**config.mk**
```make
export PLATFORM = sky130hd
export DESIGN_NAME = inst_fetch_unit_flat
export DESIGN_NICKNAME = d
export VERILOG_FILES = /design/src/rtl/if_pkg.sv /design/src/rtl/inst_fetch_unit_if.sv /design/src/rtl/next_pc_sel.sv /design/src/rtl/inst_fetch_unit.sv /design/src/flat_wrapper.sv
export SDC_FILE = /design/constraint.sdc
export NUM_CORES = 1
export LEC_CHECK = 0
export BUFFER_PORTS_ARGS = -buffer_cell sky130_fd_sc_hd__buf_2
export CAP_MARGIN = 15
export CORE_MARGIN = 5
export CORE_UTILIZATION = 44
export DETAILED_ROUTE_END_ITERATION = 16
export PLACE_DENSITY = 0.72
export REMOVE_ABC_BUFFERS = 1
export SLEW_MARGIN = 40
export SYNTH_ARGS = -nofsm -noshare
export SYNTH_HDL_FRONTEND = slang
export SYNTH_SLANG_ARGS = --single-unit
```
**constraint.sdc**
```tcl
create_clock -name clk -period 4.7 [get_ports clk]
set_clock_uncertainty 0.1 [all_clocks]
set_input_delay 0.705 -clock clk [delete_from_list [all_inputs] [get_ports clk]]
set_output_delay 0.705 -clock clk [all_outputs]
set_load 0.005 [all_outputs]
```
**src/rtl/if_pkg.sv**
```systemverilog
// Shared types and constants for the instruction fetch stage.
package if_pkg;

  typedef enum logic [1:0] {
    S_IDLE,
    S_REQ,
    S_WAIT,
    S_FULL
  } fetch_state_t;

  localparam logic [31:0] NOP_WORD       = 32'h0000_0000;
  localparam logic [31:0] DEF_RESET_PC   = 32'h0000_0000;
  localparam logic [31:0] DEF_EXC_VECTOR = 32'h8000_0004;

  // Instruction addresses are always word aligned.
  function automatic logic [31:0] word_align(input logic [31:0] a);
    return {a[31:2], 2'b00};
  endfunction

endpackage

```
**src/rtl/inst_fetch_unit_if.sv**
```systemverilog
// Instruction memory request/response bus: single outstanding request,
// one-cycle request strobe and one-cycle response strobe.
interface inst_fetch_unit_if;
  logic        imem_req;
  logic [31:0] imem_addr;
  logic        imem_ack;
  logic [31:0] imem_rdata;

  modport master (output imem_req, imem_addr, input imem_ack, imem_rdata);
  modport slave  (input imem_req, imem_addr, output imem_ack, imem_rdata);
endinterface

```
**src/rtl/next_pc_sel.sv**
```systemverilog
// Redirect priority mux: exception > jump > branch, targets word aligned.
module next_pc_sel
  import if_pkg::*;
#(
  parameter logic [31:0] EXC_VECTOR = DEF_EXC_VECTOR
) (
  input  logic        exception,
  input  logic        jump,
  input  logic [31:0] jump_target,
  input  logic        branch_taken,
  input  logic [31:0] branch_target,
  output logic        redirect,
  output logic [31:0] target
);

  assign redirect = exception | jump | branch_taken;

  // Select the highest-priority redirect target.
  always_comb begin
    target = word_align(branch_target);
    if (exception) begin
      target = word_align(EXC_VECTOR);
    end else if (jump) begin
      target = word_align(jump_target);
    end
  end

endmodule

```
**src/rtl/inst_fetch_unit.sv**
```systemverilog
// IF stage: owns the PC, issues single-outstanding fetches to instruction
// memory, buffers one instruction for IF/ID and applies redirects.
//
//   state  | meaning
//   -------+------------------------------------------------------------
//   IDLE   | one cycle after reset release, no request outstanding
//   REQ    | request strobe on the bus for exactly one cycle
//   WAIT   | request outstanding; drop=1 means its response is stale
//   FULL   | instruction buffered, waiting for IF/ID to take it
module inst_fetch_unit
  import if_pkg::*;
#(
  parameter logic [31:0] RESET_PC   = DEF_RESET_PC,
  parameter logic [31:0] EXC_VECTOR = DEF_EXC_VECTOR
) (
  input  logic        clk,
  input  logic        reset,
  input  logic        hold,
  input  logic        exception,
  input  logic        jump,
  input  logic [31:0] jump_target,
  input  logic        branch_taken,
  input  logic [31:0] branch_target,
  inst_fetch_unit_if.master imem,
  output logic [31:0] ReadInst,
  output logic [31:0] IF_PC_Plus_4,
  output logic        if_flush,
  output logic        if_hold
);

  fetch_state_t state, state_nx;
  logic [31:0]  pc, pc_nx;
  logic [31:0]  inst_buf, inst_buf_nx;
  logic         buf_valid, buf_valid_nx;
  logic         drop, drop_nx;
  logic         req_q;
  logic [31:0]  addr_q;
  logic         redirect;
  logic [31:0]  target;
  logic         consume;
  logic [31:0]  pc_plus_4;

  next_pc_sel #(
    .EXC_VECTOR (EXC_VECTOR)
  ) u_next_pc_sel (
    .exception     (exception),
    .jump          (jump),
    .jump_target   (jump_target),
    .branch_taken  (branch_taken),
    .branch_target (branch_target),
    .redirect      (redirect),
    .target        (target)
  );

  assign pc_plus_4    = pc + 32'd4;
  assign consume      = buf_valid & ~hold & ~redirect;

  assign if_hold      = hold & ~redirect;
  assign if_flush     = redirect | ~buf_valid;
  assign ReadInst     = buf_valid ? inst_buf : NOP_WORD;
  assign IF_PC_Plus_4 = buf_valid ? pc_plus_4 : 32'd0;

  assign imem.imem_req  = req_q;
  assign imem.imem_addr = addr_q;

  // Fetch sequencing; a redirect overrides the PC and empties the buffer.
  always_comb begin
    state_nx     = state;
    pc_nx        = pc;
    inst_buf_nx  = inst_buf;
    buf_valid_nx = buf_valid;
    drop_nx      = drop;
    case (state)
      S_IDLE: state_nx = S_REQ;
      S_REQ: begin
        // The request on the bus now belongs to the old PC stream.
        state_nx = S_WAIT;
        if (redirect) drop_nx = 1'b1;
      end
      S_WAIT: begin
        if (redirect) begin
          if (imem.imem_ack) begin
            drop_nx  = 1'b0;
            state_nx = S_REQ;
          end else begin
            drop_nx  = 1'b1;
          end
        end else if (imem.imem_ack) begin
          if (drop) begin
            drop_nx  = 1'b0;
            state_nx = S_REQ;
          end else begin
            inst_buf_nx  = imem.imem_rdata;
            buf_valid_nx = 1'b1;
            state_nx     = S_FULL;
          end
        end
      end
      S_FULL: begin
        if (redirect) begin
          state_nx = S_REQ;
        end else if (consume) begin
          pc_nx        = pc_plus_4;
          buf_valid_nx = 1'b0;
          state_nx     = S_REQ;
        end
      end
      default: state_nx = S_IDLE;
    endcase
    if (redirect) begin
      pc_nx        = target;
      buf_valid_nx = 1'b0;
    end
  end

  // State, PC and instruction buffer registers.
  always_ff @(posedge clk or negedge reset) begin
    if (!reset) begin
      state     <= S_IDLE;
      pc        <= RESET_PC;
      inst_buf  <= NOP_WORD;
      buf_valid <= 1'b0;
      drop      <= 1'b0;
    end else begin
      state     <= state_nx;
      pc        <= pc_nx;
      inst_buf  <= inst_buf_nx;
      buf_valid <= buf_valid_nx;
      drop      <= drop_nx;
    end
  end

  // Registered request strobe and address, launched on entry to REQ.
  always_ff @(posedge clk or negedge reset) begin
    if (!reset) begin
      req_q  <= 1'b0;
      addr_q <= RESET_PC;
    end else begin
      req_q <= (state_nx == S_REQ);
      if (state_nx == S_REQ) addr_q <= word_align(pc_nx);
    end
  end

endmodule

```
**src/flat_wrapper.sv**
```systemverilog
// flat-port wrapper written by rule: the top's interface ports become plain ports
module inst_fetch_unit_flat import if_pkg::*;
#(
  parameter logic [31:0] RESET_PC   = DEF_RESET_PC,
  parameter logic [31:0] EXC_VECTOR = DEF_EXC_VECTOR
)
  (clk, reset, hold, exception, jump, jump_target, branch_taken, branch_target, ReadInst, IF_PC_Plus_4, if_flush, if_hold, imem_imem_req, imem_imem_addr, imem_imem_ack, imem_imem_rdata);
  inst_fetch_unit_if imem_i ();
  input  logic clk;
  input  logic reset;
  input  logic hold;
  input  logic exception;
  input  logic jump;
  input  logic [31:0] jump_target;
  input  logic branch_taken;
  input  logic [31:0] branch_target;
  output logic [31:0] ReadInst;
  output logic [31:0] IF_PC_Plus_4;
  output logic if_flush;
  output logic if_hold;
  output wire logic [$bits(imem_i.imem_req)-1:0] imem_imem_req;
  output wire logic [$bits(imem_i.imem_addr)-1:0] imem_imem_addr;
  input wire logic [$bits(imem_i.imem_ack)-1:0] imem_imem_ack;
  input wire logic [$bits(imem_i.imem_rdata)-1:0] imem_imem_rdata;
  assign imem_imem_req = imem_i.imem_req;
  assign imem_imem_addr = imem_i.imem_addr;
  assign imem_i.imem_ack = imem_imem_ack;
  assign imem_i.imem_rdata = imem_imem_rdata;
  inst_fetch_unit #(.RESET_PC(RESET_PC), .EXC_VECTOR(EXC_VECTOR)) u_core (.clk(clk), .reset(reset), .hold(hold), .exception(exception), .jump(jump), .jump_target(jump_target), .branch_taken(branch_taken), .branch_target(branch_target), .imem(imem_i), .ReadInst(ReadInst), .IF_PC_Plus_4(IF_PC_Plus_4), .if_flush(if_flush), .if_hold(if_hold));
endmodule
```
### Yosys cells after proc, flatten, opt, wreduce, memory -nomap -nowiden

Index checks and enable logic that the tools add are counted.

| cells by class | value |
|---|---|
| add/sub/neg operators | 1 |
| $mul | 0 |
| divide/modulo/power cells | 0 |
| order comparisons | 0 |
| equal/unequal tests | 8 |
| shift operators | 0 |
| muxes and demuxes | 24 |
| bitwise logic cells | 10 |
| reductions and logical operators | 9 |

Operators with widths:

| operator | number |
|---|---|
| two-way mux 32 bit | 7 |
| adder 32 x 3 -> 32 bit (second input constant) | 1 |
| two-way mux 2 bit | 6 |
| two-way mux 1 bit | 8 |
| case mux 2 bit (4 select lines) | 1 |
| AND reduction 4 bit | 2 |
| nonzero test 2 bit | 3 |
| == test 2 x 1 -> 1 bit (second input constant) | 2 |
| == test 2 bit (second input constant) | 2 |
| NOT 1 bit | 4 |
| case mux 1 bit (2 select lines) | 2 |
| bitwise AND 1 bit | 3 |
| != test 3 x 1 -> 1 bit (second input constant) | 1 |
| != test 3 x 2 -> 1 bit (second input constant) | 1 |
| != test 3 bit (second input constant) | 1 |
| OR 1 bit | 3 |
| AND reduction 3 bit | 1 |
| nonzero test 3 bit | 1 |
| zero test 2 bit | 1 |
| != test 2 x 1 -> 1 bit (second input constant) | 1 |
| AND reduction 2 bit | 1 |

| word-level totals | value |
|---|---|
| register bits after elaboration | 99 |
| bits in latches | 0 |
| RAM bits | 0 |
| bits in read-only memories | 0 |
| bits of input ports | 103 |
| word-level logic and storage cells | 60 |
| memories kept | 0 |

### Depth between registers and ports, before layout

| depth | value |
|---|---|
| depth in word-level cells | 8 |
| mapped depth | 9 |
| depth with buffers taken out | 6 |

### Cells and area by module

Synthesis repeated with hierarchy kept, for this count alone.

| second synthesis, totals | value |
|---|---|
| cells, all modules | 600 |
| area, all modules | 5965.7 um^2 |

Modules (own cells, without submodules):

| module | instances | cells an instance | area each (um^2) | seq. area each (um^2) |
|---|---|---|---|---|
| inst_fetch_unit | 1 | 529 | 5441.5 | 2477.4 |
| next_pc_sel | 1 | 71 | 524.3 | 0.0 |

### Least setup slack after synthesis

No wires, ideal clock.

| path | value |
|---|---|
| path kind | register -> output |
| start | register u_core.pc[2] |
| end | output port IF_PC_Plus_4[26] |
| arrival | 1.920 ns |
| data required time | 3.895 ns |
| setup slack | 1.975 ns |
| stages on the path, launching flop included | 8 |
| path buffers | 1 |
| path through | dfrtp_1 ha_1 nand3_1 clkbuf_1 nor4_1 nand4b_1 xnor2_1 and2_1 |

| between the ends | value |
|---|---|
| word-level cells in the longest chain between the ends | 2 |

RTL lines:

| item | line | text |
|---|---|---|
| from (decl) | inst_fetch_unit.sv:32 | `logic [31:0] pc, pc_nx;` |
| from (signal assigned) | inst_fetch_unit.sv:126 | `pc <= pc_nx;` |
| adder 32 x 3 -> 32 bit | inst_fetch_unit.sv:55 | `assign pc_plus_4 = pc + 32'd4;` |
| two-way mux 32 bit | inst_fetch_unit.sv:61 | `assign IF_PC_Plus_4 = buf_valid ? pc_plus_4 : 32'd0;` |
| to (decl) | flat_wrapper.sv:18 | `output logic [31:0] IF_PC_Plus_4;` |

Every way passes these cells.

### Worst setup path in the final report

| path | value |
|---|---|
| start | register u_core.pc[2] |
| end | output port IF_PC_Plus_4[30] |

The elaborated chain is that of the path after synthesis.

==> results.sh <==
export IMPL_status="finished, final reports clean"
export IMPL_fin_util_pct=55.6
export IMPL_portBuffers=193
export IMPL_synth_avg_cell_area_sq_um=9.58
export IMPL_finalSetupViolations=0
export IMPL_coreArea_sq_um=12600
export IMPL_async_flop_share_pct=100
export IMPL_cp_required_ps=3890
export IMPL_path_max_fanout=13
export IMPL_fillerInstances=1218
export IMPL_fin_crit_sh_pct=79.1
export IMPL_syn_area_sq_um=5650
export IMPL_reg2reg_depth=6
export IMPL_slew_violations=0
export IMPL_post_route_drc_count=0
export IMPL_fin_nets=861
export IMPL_drtIter0Drc=396
export IMPL_area_growth_pct=24.1
export IMPL_num_antenna_cells=0
export IMPL_wl_microns=16600
export IMPL_clock_sinks=97
export IMPL_cts_made_buffers=9
export IMPL_clk_pin_slew_worst_paths_ps=70
export IMPL_clock_path_buffers=2
export IMPL_grt_overflow_total=0
export IMPL_ys_seq_area_share_pct=42.9
export IMPL_final_hold_viol_count=0
export IMPL_tightest_slew_ps=830
export IMPL_htreeDepth=3
export IMPL_grt_pass1_vias=5193
export IMPL_crit_path_top_delay_cell="nor4_1"
export IMPL_p_leak_uw=0.00343
export IMPL_via_per_inst=5.38
export IMPL_cts_tree="built"
export IMPL_die_area_sq_um=15200
export IMPL_vias=5029
export IMPL_regArea_sq_um=2430
export IMPL_max_slew_margin_pct=44.5
export IMPL_r2r_slack_ps=2020
export IMPL_die_h_microns=123
export IMPL_peakVddDrop_mv=0.237
export IMPL_cap_violations=0
export IMPL_start_util_pct=44.8
export IMPL_wl_per_cell_microns=17.8
export IMPL_dieWidth_microns=123
export IMPL_yosysWarnings=0
export IMPL_crit_type="reg2out"
export IMPL_slowest_delay_ps=780
export IMPL_fmax_mhz=269
export IMPL_grt_pass1_wl_microns=26000
export IMPL_rr_startpoint="u_core.pc[2]"
export IMPL_whs_ps=269
export IMPL_post_cts_setup_buffer_count=0
export IMPL_synth_top_flop_cell="dfrtp_1"
export IMPL_rsz0062_at_grt="no"
export IMPL_antenna_left=0
export IMPL_synth_edf_count=0
export IMPL_cts_root_buf="clkbuf_16"
export IMPL_grt_start_max_net_pins=68
export IMPL_netlist_instances=590
export IMPL_worstSetupStartpoint="u_core.pc[2]"
export IMPL_p_per_area_nw_per_um2=386
export IMPL_worstSkewPairLatency_ps=340
export IMPL_fin_crit_ps=3720
export IMPL_crit_chain="ha_1 -> nand3_1 -> nor4_1 -> nand4_1 -> xnor2_1 -> and2_1 -> buf_2"
export IMPL_layout_drive_gt1_share_pct=36.6
export IMPL_critical_path_endpoint="IF_PC_Plus_4[30]"
export IMPL_worstPathArrival_ps=2910
export IMPL_tns_ps=0
export IMPL_io_pins=202
export IMPL_cts_resized_gates=0
export IMPL_ys_types=63
export IMPL_globalplace_congestion=0.906
export IMPL_multiInputGateArea_sq_um=3000
export IMPL_antenna_found_initial=0
export IMPL_hold_path_class="in2async"
export IMPL_start_kind="register"
export IMPL_hold_buffers=0
export IMPL_yosys_register_bits=97
export IMPL_rows=41
export IMPL_worstReg2RegEnd="u_core.imem.imem_addr[26]"
export IMPL_firstDrtPassIters=5
export IMPL_dp_hpwl_microns=12300
export IMPL_grtUsageTotal_pct=21.7
export IMPL_crit_path_end_kind="output port"
[cells by family after synthesis]
| family | count (synthesis) | synth area share (%) |
|---|---|---|
| buffers and inverters | 56 | 4.34 |
| multiplexers | 54 | 10.6 |
| AND/OR/NAND/NOR | 248 | 24.3 |
| other | 1 | 0.0664 |
| AO/OA/AOI/OAI | 88 | 10.5 |
| flip-flops | 97 | 42.9 |
| adder cells (fa/ha/maj) | 1 | 0.221 |
| XOR/XNOR | 45 | 6.97 |
[registers in the layout, summed over array words and instances, names as in the netlist]
name                   flops
u_core.imem.imem_req       1
u_core.state               2
u_core.inst_buf           32
u_core.drop                1
u_core.pc                 30
u_core.buf_valid           1
u_core.imem.imem_addr     30
[worst min path at each step]
stage	startpoint	slack, ps	cells past startpoint	end
global route	reset	310	1	u_core.inst_buf[17]
floorplan	reset	310	0	u_core.buf_valid
global placement	u_core.imem.imem_addr[4]	370	2	u_core.imem.imem_addr[4]
detailed placement	u_core.imem.imem_addr[7]	380	2	u_core.imem.imem_addr[7]
CTS	u_core.imem.imem_addr[7]	390	2	u_core.imem.imem_addr[7]
finish	reset	270	1	u_core.inst_buf[17]
[worst max-delay path: cells and delay by family, from the launching register on]
| kind | cells | cell delay, ps |
|---|---|---|
| xor+xnor | 1 | 230 |
| fa+ha+maj | 1 | 240 |
| buf+inv | 1 | 110 |
| flops | 1 | 430 |
| simple gates | 4 | 1560 |
[synth_stat cells (all sizes together) (4+ instances only)]
cell	number	share of area, %
nand2	53	3.5
buf	21	2.0
nand3	21	2.1
xnor2	27	4.2
nor3	14	1.2
and2	60	6.6
o21ai	18	1.6
mux2	49	9.8
a22oi	11	1.5
or3	6	0.66
and3	4	0.46
or2	4	0.44
xor2	18	2.8
o221ai	7	1.1
or4	5	0.73
nor2b	6	0.66
nand4	14	1.5
a21oi	13	1.2
o211ai	4	0.53
a31oi	7	0.77
dfrtp	97	43
nor2	36	2.4
clkbuf	29	1.9
o22ai	5	0.55
inv	6	0.40
nor4	13	2.1
mux2i	5	0.89
[cells in the final DEF, fill, tap and decap left out, types with 6 or more instances in the layout]
cell type and instances:
buf_2 192, dfrtp_1 97, and2_1 60, nand2_1 53
mux2_2 49, nor2_1 36, xnor2_1 27, nand3_1 20
xor2_1 18, o21ai_0 17, nand4_1 14, nor3_1 13
a21oi_1 13, a22oi_1 11, nor4_1 10, buf_4 10
clkbuf_16 9, a31oi_1 7, o221ai_1 7, nor2b_1 6
or3_1 6
[routing by layer]
layer	up-vias	wire length [microns]	track usage, %
met5	-	0	0
met4	0	310	6.09
met3	17	901	3.16
met2	170	8580	38.0
met1	2439	6840	28.1
li1	2403	-	-
[final cells by class]
type,count,share of cell area [%]
clock buffer,12,3.66
sequential,97,34.6
multi-input combinational,440,42.7
inverter,6,0.321
timing repair buffer,203,14.9
tap,172,3.07
clock inverter,4,0.731
[where the power goes]
part,internal [uW],switching [uW],total (uW)
clock,443,326,769
combinational,346,360,706
sequential,1070,161,1230
total,1860,847,2710
[stage by stage]
step,power [uW],std cells,instance area [sq um],setup slack (ps)
2_1_floorplan,1610,543,5440,1630
3_3_place_gp,1920,918,6700,1240
3_5_place_dp,1960,918,6700,1120
4_1_cts,2730,934,7010,1000
5_1_grt,2870,934,7020,725
6_report,2710,934,7020,980
Power figures use the tool's default switching activity.
